**src/rtl/tm_channel_scheduler.sv**
```systemverilog
// Output-channel scheduler: issues per-channel weight reads per window, tags them through the
// fixed-latency compute pipe and steers scaled results into per-channel buffers. Option: TCS_PERF_COUNTER_EN.
module tm_channel_scheduler #(
  parameter int unsigned TM            = 16,
  parameter int unsigned TN            = 4,
  parameter int unsigned FEATURE_WIDTH = 16,
  parameter int unsigned WADDR_WIDTH   = 16,
  parameter int unsigned OADDR_WIDTH   = 10,
  parameter int unsigned PIPE_LAT      = 8
) (
  input  logic                     clk,
  input  logic                     rst,
  input  logic                     config_enable,
  input  logic                     config_clear,
  input  logic [7:0]               com_type,
  input  logic [WADDR_WIDTH-1:0]   weight_base,
  input  logic [OADDR_WIDTH-1:0]   pix_count,
  input  logic                     feature_ready,
  output logic [WADDR_WIDTH-1:0]   weight_addr,
  output logic                     weight_read_en,
  output logic                     scaler_rd_en,
  input  logic                     scaled_valid_in,
  input  logic [FEATURE_WIDTH-1:0] scaled_data_in,
  output logic [TM-1:0]            buf_wr_en,
  output logic [OADDR_WIDTH-1:0]   buf_wr_addr,
  output logic [FEATURE_WIDTH-1:0] buf_wr_data,
  output logic                     busy,
  output logic                     tile_done,
  output logic                     err_overlap
`ifdef TCS_PERF_COUNTER_EN
  ,
  output logic [31:0]              perf_busy_cycles
`endif
);

  localparam int unsigned CH_W  = (TM > 1) ? $clog2(TM) : 1;
  localparam int unsigned CNT_W = $clog2(TM + 1);
  localparam logic [7:0]  MODE_CONV   = 8'h01;
  localparam logic [7:0]  MODE_DWCONV = 8'h02;
  localparam logic [7:0]  MODE_PWCONV = 8'h04;
  // Tag pipe stages other than the tail; all clear means the tail holds the last outstanding read.
  localparam logic [PIPE_LAT-1:0] HEAD_MASK = {PIPE_LAT{1'b1}} >> 1;

  typedef enum logic [1:0] {ST_IDLE, ST_ISSUE, ST_WAIT, ST_DRAIN} state_e;

  state_e                   state_q, state_d;
  logic [7:0]               mode_q;
  logic [WADDR_WIDTH-1:0]   base_q;
  logic [OADDR_WIDTH-1:0]   pix_q;
  logic [CH_W-1:0]          ch_q, ch_d;
  logic [OADDR_WIDTH-1:0]   win_q, win_d;
  logic                     pend_q, pend_d;

  logic [CNT_W-1:0]         nch_c;
  logic                     mode_ok_c, last_ch_c, last_win_c, drain_done_c, fr_err_c;

  logic [PIPE_LAT-1:0]                  pipe_v_q;
  logic [PIPE_LAT-1:0][CH_W-1:0]        pipe_ch_q;
  logic [PIPE_LAT-1:0][OADDR_WIDTH-1:0] pipe_win_q;
  logic                                 tail_v_c, tail_wr_c;

  logic                     rd_en_q, rd_en_d;
  logic [WADDR_WIDTH-1:0]   addr_q, addr_d;
  logic [CH_W-1:0]          rd_ch_q, rd_ch_d;
  logic [OADDR_WIDTH-1:0]   rd_win_q, rd_win_d;
  logic [TM-1:0]            wr_en_q, wr_en_d;
  logic [OADDR_WIDTH-1:0]   wr_addr_q, wr_addr_d;
  logic [FEATURE_WIDTH-1:0] wr_data_q, wr_data_d;
  logic                     busy_q, busy_d, done_q, done_d, err_q, err_d;

  // Channel count for the latched mode
  always_comb begin
    nch_c     = '0;
    mode_ok_c = 1'b1;
    case (mode_q)
      MODE_CONV, MODE_PWCONV: nch_c = CNT_W'(TM);
      MODE_DWCONV:            nch_c = CNT_W'(TN);
      default:                mode_ok_c = 1'b0;
    endcase
  end

  assign last_ch_c    = (CNT_W'(ch_q) == nch_c - CNT_W'(1));
  assign last_win_c   = (win_q == pix_q - OADDR_WIDTH'(1));
  assign drain_done_c = ~|(pipe_v_q & HEAD_MASK) & ~rd_en_q;
  assign tail_v_c     = pipe_v_q[PIPE_LAT-1];
  assign tail_wr_c    = tail_v_c & scaled_valid_in;

  always_comb begin
    state_d  = state_q;
    ch_d     = ch_q;
    win_d    = win_q;
    pend_d   = pend_q;
    fr_err_c = 1'b0;
    case (state_q)
      ST_IDLE: begin
        if (feature_ready && mode_ok_c) begin
          state_d = ST_ISSUE;
          ch_d    = '0;
          win_d   = '0;
          pend_d  = 1'b0;
        end
      end
      ST_ISSUE: begin
        if (last_ch_c) begin
          if (feature_ready && pend_q) fr_err_c = 1'b1;
          if (last_win_c) begin
            state_d = ST_DRAIN;
            pend_d  = 1'b0;
          end else if (pend_q || feature_ready) begin
            ch_d   = '0;
            win_d  = win_q + OADDR_WIDTH'(1);
            pend_d = 1'b0;
          end else begin
            state_d = ST_WAIT;
          end
        end else begin
          ch_d = ch_q + CH_W'(1);
          if (feature_ready) begin
            if (pend_q) fr_err_c = 1'b1;
            else        pend_d   = 1'b1;
          end
        end
      end
      ST_WAIT: begin
        if (feature_ready) begin
          state_d = ST_ISSUE;
          ch_d    = '0;
          win_d   = win_q + OADDR_WIDTH'(1);
        end
      end
      ST_DRAIN: begin
        if (feature_ready) fr_err_c = 1'b1;
        if (drain_done_c)  state_d  = ST_IDLE;
      end
      default: state_d = ST_IDLE;
    endcase
  end

  // Registered outputs are derived from the next state so the first read follows feature_ready by one cycle
  always_comb begin
    rd_en_d   = (state_d == ST_ISSUE);
    addr_d    = '0;
    rd_ch_d   = '0;
    rd_win_d  = '0;
    wr_en_d   = '0;
    wr_addr_d = '0;
    wr_data_d = '0;
    if (rd_en_d) begin
      rd_ch_d  = ch_d;
      rd_win_d = win_d;
      if (mode_q == MODE_PWCONV) addr_d = base_q + WADDR_WIDTH'(ch_d);
      else addr_d = base_q + WADDR_WIDTH'(win_d) * WADDR_WIDTH'(nch_c) + WADDR_WIDTH'(ch_d);
    end
    if (tail_wr_c) begin
      wr_en_d   = TM'(1) << pipe_ch_q[PIPE_LAT-1];
      wr_addr_d = pipe_win_q[PIPE_LAT-1];
      wr_data_d = scaled_data_in;
    end
    busy_d = (state_d != ST_IDLE);
    done_d = (state_q == ST_DRAIN) && drain_done_c;
    err_d  = config_enable ? 1'b0 : (err_q | fr_err_c | (tail_v_c != scaled_valid_in));
  end

  always_ff @(posedge clk or negedge rst) begin
    if (!rst) begin
      state_q    <= ST_IDLE;
      mode_q     <= '0;
      base_q     <= '0;
      pix_q      <= '0;
      ch_q       <= '0;
      win_q      <= '0;
      pend_q     <= 1'b0;
      pipe_v_q   <= '0;
      pipe_ch_q  <= '0;
      pipe_win_q <= '0;
      rd_en_q    <= 1'b0;
      addr_q     <= '0;
      rd_ch_q    <= '0;
      rd_win_q   <= '0;
      wr_en_q    <= '0;
      wr_addr_q  <= '0;
      wr_data_q  <= '0;
      busy_q     <= 1'b0;
      done_q     <= 1'b0;
      err_q      <= 1'b0;
    end else begin
      state_q   <= state_d;
      ch_q      <= ch_d;
      win_q     <= win_d;
      pend_q    <= pend_d;
      rd_en_q   <= rd_en_d;
      addr_q    <= addr_d;
      rd_ch_q   <= rd_ch_d;
      rd_win_q  <= rd_win_d;
      wr_en_q   <= wr_en_d;
      wr_addr_q <= wr_addr_d;
      wr_data_q <= wr_data_d;
      busy_q    <= busy_d;
      done_q    <= done_d;
      err_q     <= err_d;
      // Configuration only changes between tiles
      if (state_q == ST_IDLE) begin
        if (config_enable) begin
          mode_q <= com_type;
          base_q <= weight_base;
          pix_q  <= pix_count;
        end else if (config_clear) begin
          mode_q <= '0;
        end
      end
      pipe_v_q[0]   <= rd_en_q;
      pipe_ch_q[0]  <= rd_ch_q;
      pipe_win_q[0] <= rd_win_q;
      for (int unsigned i = 1; i < PIPE_LAT; i++) begin
        pipe_v_q[i]   <= pipe_v_q[i-1];
        pipe_ch_q[i]  <= pipe_ch_q[i-1];
        pipe_win_q[i] <= pipe_win_q[i-1];
      end
    end
  end

  generate
    if (PIPE_LAT > 1) begin : g_srd_pipe
      assign scaler_rd_en = pipe_v_q[PIPE_LAT-2];
    end else begin : g_srd_direct
      assign scaler_rd_en = rd_en_q;
    end
  endgenerate

  assign weight_addr    = addr_q;
  assign weight_read_en = rd_en_q;
  assign buf_wr_en      = wr_en_q;
  assign buf_wr_addr    = wr_addr_q;
  assign buf_wr_data    = wr_data_q;
  assign busy           = busy_q;
  assign tile_done      = done_q;
  assign err_overlap    = err_q;

`ifdef TCS_PERF_COUNTER_EN
  logic [31:0] perf_q;

  // Saturating busy-cycle counter
  always_ff @(posedge clk or negedge rst) begin
    if (!rst)                           perf_q <= '0;
    else if (config_enable)             perf_q <= '0;
    else if (busy_q && (perf_q != '1))  perf_q <= perf_q + 32'd1;
  end

  assign perf_busy_cycles = perf_q;
`endif

endmodule

```
**config.mk**
```make
export PLATFORM = sky130hd
export DESIGN_NAME = tm_channel_scheduler
export DESIGN_NICKNAME = d
export VERILOG_FILES = /design/src/rtl/tm_channel_scheduler.sv
export SDC_FILE = /design/constraint.sdc
export NUM_CORES = 1
export LEC_CHECK = 0
export CAP_MARGIN = 30
export CORE_ASPECT_RATIO = 1.5
export CORE_MARGIN = 10
export CORE_UTILIZATION = 50
export DETAILED_ROUTE_END_ITERATION = 10
export HOLD_SLACK_MARGIN = 0.15
export PLACE_DENSITY_LB_ADDON = 0.25
export SLEW_MARGIN = 20
export SYNTH_ARGS = -nofsm -noshare
export SYNTH_HDL_FRONTEND = slang
export SYNTH_SLANG_ARGS = --single-unit
```
**constraint.sdc**
```tcl
create_clock -name clk -period 5.75 [get_ports clk]
set_clock_uncertainty 0.15 [all_clocks]
set_input_delay 0.8625 -clock clk [delete_from_list [all_inputs] [get_ports clk]]
set_output_delay 0.8625 -clock clk [all_outputs]
set_load 0.03 [all_outputs]
```
==> flow_metrics.tcl <==
set metrics [dict create \
    status "finished with violations" \
    violations "negative setup slack" \
    relSlewSlack_pct 42.28 \
    start_util_pct 51.16 \
    final_layout_size_suffix_gt1_share_pct 23.23 \
    place_inst 1254 \
    antenna_found_initial 0 \
    vdd_ir_drop_max_uv 510.2 \
    portBuffers 118 \
    max_stage_delay_ns 0.53 \
    yosysWarnings 0 \
    die-area_mm2 0.02664 \
    die_h_um 195.0 \
    cp_slowest_cell "fa_1" \
    clock-sinks 247 \
    synth_cell_types 65 \
    hold_start "pipe_ch_q[13]" \
    finalCriticalPeriod_ns 5.816 \
    clockBufferDepth 3 \
    antenna_cells 0 \
    grtUsageTotal_pct 16.32 \
    dr.pass1.iters 5 \
    rsz0062_at_grt "yes" \
    worstMarginPinSlew_ns 0.8657 \
    powerDensity_mw_per_mm2 527.7 \
    ys_async_sr_fraction_pct 100.0 \
    synth_most_common_cell "dfrtp_1" \
    synth.largest_area_cell "dfrtp_1" \
    numCtsBuffers 24 \
    cts_hold_buffers 0 \
    synth_area_mm2 0.01020 \
    die_w_um 136.6 \
    post-place-ws_ns -0.2124 \
    drc 0 \
    required_ns 5.97 \
    finalWorstSetupSlack_ns -0.06626 \
    crit_path_start_kind "flop" \
    synth_nets 961 \
    clk_latency_ns 0.51 \
    dpl.hpwl_um 15370 \
    finalHoldViolations 0 \
    cap_violations 0 \
    synth_ff_type "dfrtp_1" \
    syn_inst 835 \
    endpoint_kind "flop" \
    cp.arrival_ns 6.04 \
    rows 63 \
    place.gp.congestion 0.8537 \
    crit_type "flop to flop" \
    wl_per_cell_um 16.93 \
    cts_tree "done" \
    grt_remaining_overflow 0 \
    synth_top_area_share_pct 60.58 \
    final_cells 1319 \
    post-route-period-util_pct 101.2 \
    cp-startpoint "pix_q[1]" \
    routed-via-count 6922 \
    slew_violations 0 \
    viasPerCell 5.248 \
    crit_buf_inv 3 \
    crit_top_cell "ha_4" \
    fmax_ghz 0.1719 \
    syn_avg_cell_area_um2 12.22 \
    grt_max_degree 132 \
    drt-total-wl_um 22330 \
    num_io_pins 119 \
    synth.yosys.seq_area_share_pct 60.58 \
    critPathMaxFanout 6 \
    yosys-top-cells-count "dfrtp_1 (247), nor2_1 (68), ha_1 (60), inv_1 (56), nand2_1 (45)" \
    synth-seq-cells 247 \
    grt_pass1_wl_um 35670 \
    reg2reg_from "pix_q[1]" \
    core_area_mm2 0.01994 \
    synth_edf_count 0 \
    clockRootBuffer "clkbuf_16" \
    p_leak_nw 6.290 \
    critPathTopFamily "simple AND/OR/NAND/NOR gates" \
    grt_pass1_vias 7288 \
    setup_viol 2 \
    drt_iter0_markers 322 \
    path_clk_slew_ns 0.07 \
    crit_chain "inv_2 -> ha_4 -> or3b_4 -> or4_4 -> a2111oi_4 -> o2111ai_4 -> a31o_4 -> a221oi_4 -> nor2_1 -> ha_1 -> inv_1 -> fa_1 -> inv_2 -> ha_4 -> ha_4 -> ha_4 -> nor4_4 -> a221oi_4 -> or3_1 -> a21oi_2 -> xor2_1 -> a211oi_2" \
    ant_nets 0 \
    cts_max_level 1 \
    nNetsFinal 1168 \
    synth_area_leaders "dfrtp_1 (61%), ha_1 (7.4%), nor2_1 (2.5%)" \
    holdCritPathClass "flop to flop" \
    syn2layout_area_growth_pct 34.40 \
]
cells by family after synthesis:
| family | after synthesis | share of synthesized area (%) |
|---|---|---|
| compound gates | 140 | 9.897 |
| xor+xnor | 34 | 2.919 |
| fa+ha+maj | 70 | 9.321 |
| flops | 247 | 60.58 |
| buf+inv | 79 | 2.943 |
| mux | 14 | 1.545 |
| simple gates | 251 | 12.79 |
repair_timing:
action	4_1_cts	5_1_grt
resized for setup	26	50
endpoints found under the setup margin	8	10
pin swaps	29	36
setup buffers	5	17
worst paths after layout:
kind                                         to  slack [ns]  cells after the start
worst max-delay path            weight_addr[13]       -0.07                     22
worst min-delay path              pipe_ch_q[17]        0.20                      0
worst max register to register  weight_addr[13]       -0.07                     22
worst min register to register    pipe_ch_q[17]        0.20                      0
max in group asynchronous        pipe_win_q[70]        4.01                      2
min in group asynchronous        buf_wr_data[9]        0.28                      1
metal layers:
layer	vias to the layer above	share of wire [%]	track usage (%)
li1	3271	-	-
met4	0	3.1	5.325
met5	-	0	0
met3	61	5.1	2.581
met2	164	54	30.59
met1	3426	38	17.93
flip-flops by register name (all words and copies together), names as in the netlist:
register and count:
pipe_win_q 80, pipe_ch_q 32, base_q 16, buf_wr_data 16
buf_wr_en 16, weight_addr 16, buf_wr_addr 10, pix_q 10
rd_win_q 10, win_q 10, mode_q 8, pipe_v_q 8
ch_q 4, rd_ch_q 4, state_q 2, busy 1
err_overlap 1, pend_q 1, tile_done 1, weight_read_en 1
layout make-up:
type | instances | area (µm²)
clock inverter | 5 | 36.28
multi-input combinational | 509 | 4333
tap | 260 | 325.3
timing repair buffer | 204 | 1872
fill | 1405 | 6231
sequential | 247 | 6181
inverter | 56 | 210.2
clock buffer | 38 | 754.5
stage by stage:
stage | setup TNS (ns) | hold WS [ns] | total power, mW | area [µm²] | util (%)
final | -0.06955 | 0.1958 | 7.236 | 13710 | 68.76
after floorplan | -0.01421 | 0.1812 | 4.368 | 10430 | -
after CTS | -0.4742 | 0.1984 | 7.074 | 13310 | 66.72
after global routing | -1.144 | 0.2008 | 7.713 | 13710 | 68.76
after detailed placement | -1.176 | 0.1847 | 5.396 | 12330 | 61.84
after global placement | -0.1909 | 0.1815 | 5.320 | 12330 | 61.84
report_power, final:
group          total (mW)  switching, mW  internal, mW
sequential           2.56          0.298          2.27
combinational        3.14           1.69          1.45
clock                1.54          0.635         0.901
cell usage in the layout (no fill, tap or decap), types with 8 or more instances in the layout:
cell type | synthesis | layout
nand2_1 | 45 | 44
and3_1 | 10 | 9
o21ai_0 | 22 | 18
nor2_1 | 68 | 64
and2_1 | 35 | 34
clkbuf_16 | 0 | 25
clkdlybuf4s50_1 | 0 | 117
inv_1 | 56 | 48
buf_4 | 0 | 80
a21o_1 | 13 | 13
mux2_2 | 14 | 14
dfrtp_1 | 247 | 247
nor3_1 | 24 | 19
ha_1 | 60 | 38
a21oi_1 | 38 | 31
inv_2 | 0 | 8
ha_4 | 0 | 21
xnor2_1 | 26 | 25
clkbuf_8 | 0 | 8
a22o_1 | 8 | 8
a211oi_2 | 1 | 8
nand3_1 | 13 | 13
fa_1 | 10 | 10
Note: power is estimated with default switching activity, not from simulation.
==> variant, RTL diff (same flow settings) <==
Build with the macro `TCS_PERF_COUNTER_EN` defined.
--- a/src/rtl/tm_channel_scheduler.sv
+++ b/src/rtl/tm_channel_scheduler.sv
@@ -2,2 +2,4 @@
 // fixed-latency compute pipe and steers scaled results into per-channel buffers. Option: TCS_PERF_COUNTER_EN.
+`define TCS_PERF_COUNTER_EN
+
 module tm_channel_scheduler #(
Behaviour (old outputs only; new: perf_busy_cycles): unchanged (Yosys induction, for registers that start in step).
==> variant against the original RTL <==
The run still ends with negative setup slack left; area after synthesis is 16% higher; hold slack better by 0.0021 ns; sequential power is 3% higher; routed wire length is 25% higher; clock power is 21% higher; global-route usage is 1.2 points higher; via count is 24% higher; power is 2.1% lower; sequential cell count is 32 higher; combinational power is 17% lower; final area is 18% higher; worst setup slack worse by 0.056 ns; critical endpoint is now weight_addr[15]; highest routed layer unchanged.
==> variant: results (changes against the original RTL) <==
| Metric | Value |
|---|---|
| Status | finished, violations left (unchanged) |
| Failing checks | negative setup slack (unchanged) |
| Met2 usage | 31.6% (was 30.6%) |
| WL final | 28.0 mm (was 22.3 mm) |
| Ranking of synthesized cells by area | dfrtp_1, ha_1, xnor2_1 (was dfrtp_1, ha_1, nor2_1) |
| M1 GR Usage | 20.0% (was 17.9%) |
| Largest net degree at the start of global routing | 123 (was 132) |
| Skew-Pair Late Insertion Delay | 0.53 ns (was 0.51 ns) |
| Hold Crit Start | pipe_win_q[21] (was pipe_ch_q[13]) |
| DP HPWL | 18.7 mm (was 15.4 mm) |
| Placed Cells incl. Taps | 1510 (was 1254) |
| PostCTS Resize Cnt | 30 (was 26) |
| Final #Nets | 1399 (was 1168) |
| Post-CTS setup buffers | 36 (was 5) |
| All-Layer GR Usage | 17.6% (was 16.3%) |
| Total clock buffers created by CTS | 26 (was 24) |
| I/O Buffers | 150 (was 118) |
| Share of cells above drive strength 1 | 22.4% (was 23.2%) |
| Final setup margin | -0.122 ns (was -0.0663 ns) |
| Final setup viols | 4 (was 2) |
| GP Congestion | 0.888 (was 0.854) |
| Iteration-0 DRC Markers | 419 (was 322) |
| Fillcell total | 1675 (was 1405) |
| Leakage power | 7.32 nW (was 6.29 nW) |
| Vias in the first global route | 8958 (was 7288) |
-- variant: cell count changes after synthesis, moves of 7 or more --
cell / delta
xnor2_1: +14
xor2_1: +11
a221oi_1: -7
dfrtp_1: +32
a21oi_1: +12
nand2_1: +13
o21ai_0: +13
nand4_1: +8
clkbuf_1: +8
nor2_1: +13
nand3_1: +13
nor4_1: +11
-- variant: routing by layer --
metal	up-vias	wire length, um
met5	-	0
met4	0	1280
met3	78	1530
met2	252	14500
met1	4222	10700
li1	4017	-
-- variant: worst max-delay path by stage --
| stage | to | slack (ns) | cells after the start |
|---|---|---|---|
| after global routing | weight_addr[15] | -0.36 | 24 |
| final | weight_addr[15] | -0.12 | 23 |
| after floorplan | weight_addr[15] | 0.003 | 23 |
| after detailed placement | weight_addr[15] | -0.27 | 22 |
| after CTS | weight_addr[15] | -0.07 | 24 |
| after global placement | weight_addr[14] | -0.13 | 24 |
-- variant: through the flow --
| step | hold slack [ns] | util [%] | total power (W) |
|---|---|---|---|
| 2_1_floorplan | 0.181 | - | 0.00399 |
| 3_3_place_gp | 0.181 | 60.1 | 0.00472 |
| 3_5_place_dp | 0.185 | 60.1 | 0.00478 |
| 4_1_cts | 0.196 | 66.1 | 0.00690 |
| 5_1_grt | 0.197 | 68.6 | 0.00751 |
| 6_report | 0.198 | 68.6 | 0.00708 |
-- variant: critical path, cell delays in order, from the launching register on --
cell,delay [ns]
dfrtp_1,0.41
nor4_4,0.31
nand2_1,0.12
or3_4,0.40
ha_4,0.28
nand4_1,0.13
mux2i_2,0.23
o21ai_2,0.12
a211o_1,0.38
a22o_4,0.32
a21oi_4,0.18
ha_4,0.22
fa_1,0.47
ha_4,0.30
ha_4,0.20
ha_4,0.27
o21a_1,0.13
o31a_1,0.25
o221ai_2,0.18
a21oi_2,0.18
buf_4,0.13
o2111ai_1,0.09
o211ai_1,0.13
mux2i_1,0.22
-- variant: power by group through the flow --
stage / Combinational [W] / Sequential, W / Clock, W
after CTS: 0.00238 / 0.00262 / 0.00190
after global routing: 0.00285 / 0.00269 / 0.00198
after detailed placement: 0.00212 / 0.00266 / 0
after global placement: 0.00209 / 0.00264 / 0
after floorplan: 0.00122 / 0.00277 / 0
final: 0.00260 / 0.00263 / 0.00186
-- variant: cells by family (layout without fill, tap and decap cells) --
family          Yosys count  in the layout  share of synthesized area, %
simple gates            328            328                          14.5
buf+inv                  83            364                          2.68
mux                      22             22                          2.03
fa+ha+maj                71             71                          8.12
compound gates          169            169                          9.39
xor+xnor                 59             59                          4.36
flops                   279            279                          58.9
-- variant: area by class of cell --
type	instances	area (um^2)	area share (%)
Clock buffer	32	744	4.60
Clock inverter	16	211	1.31
Inverter	51	191	1.18
Multi-Input combinational cell	649	5210	32.2
Sequential cell	279	6980	43.2
Tap cell	319	399	2.47
Timing Repair Buffer	265	2430	15.0
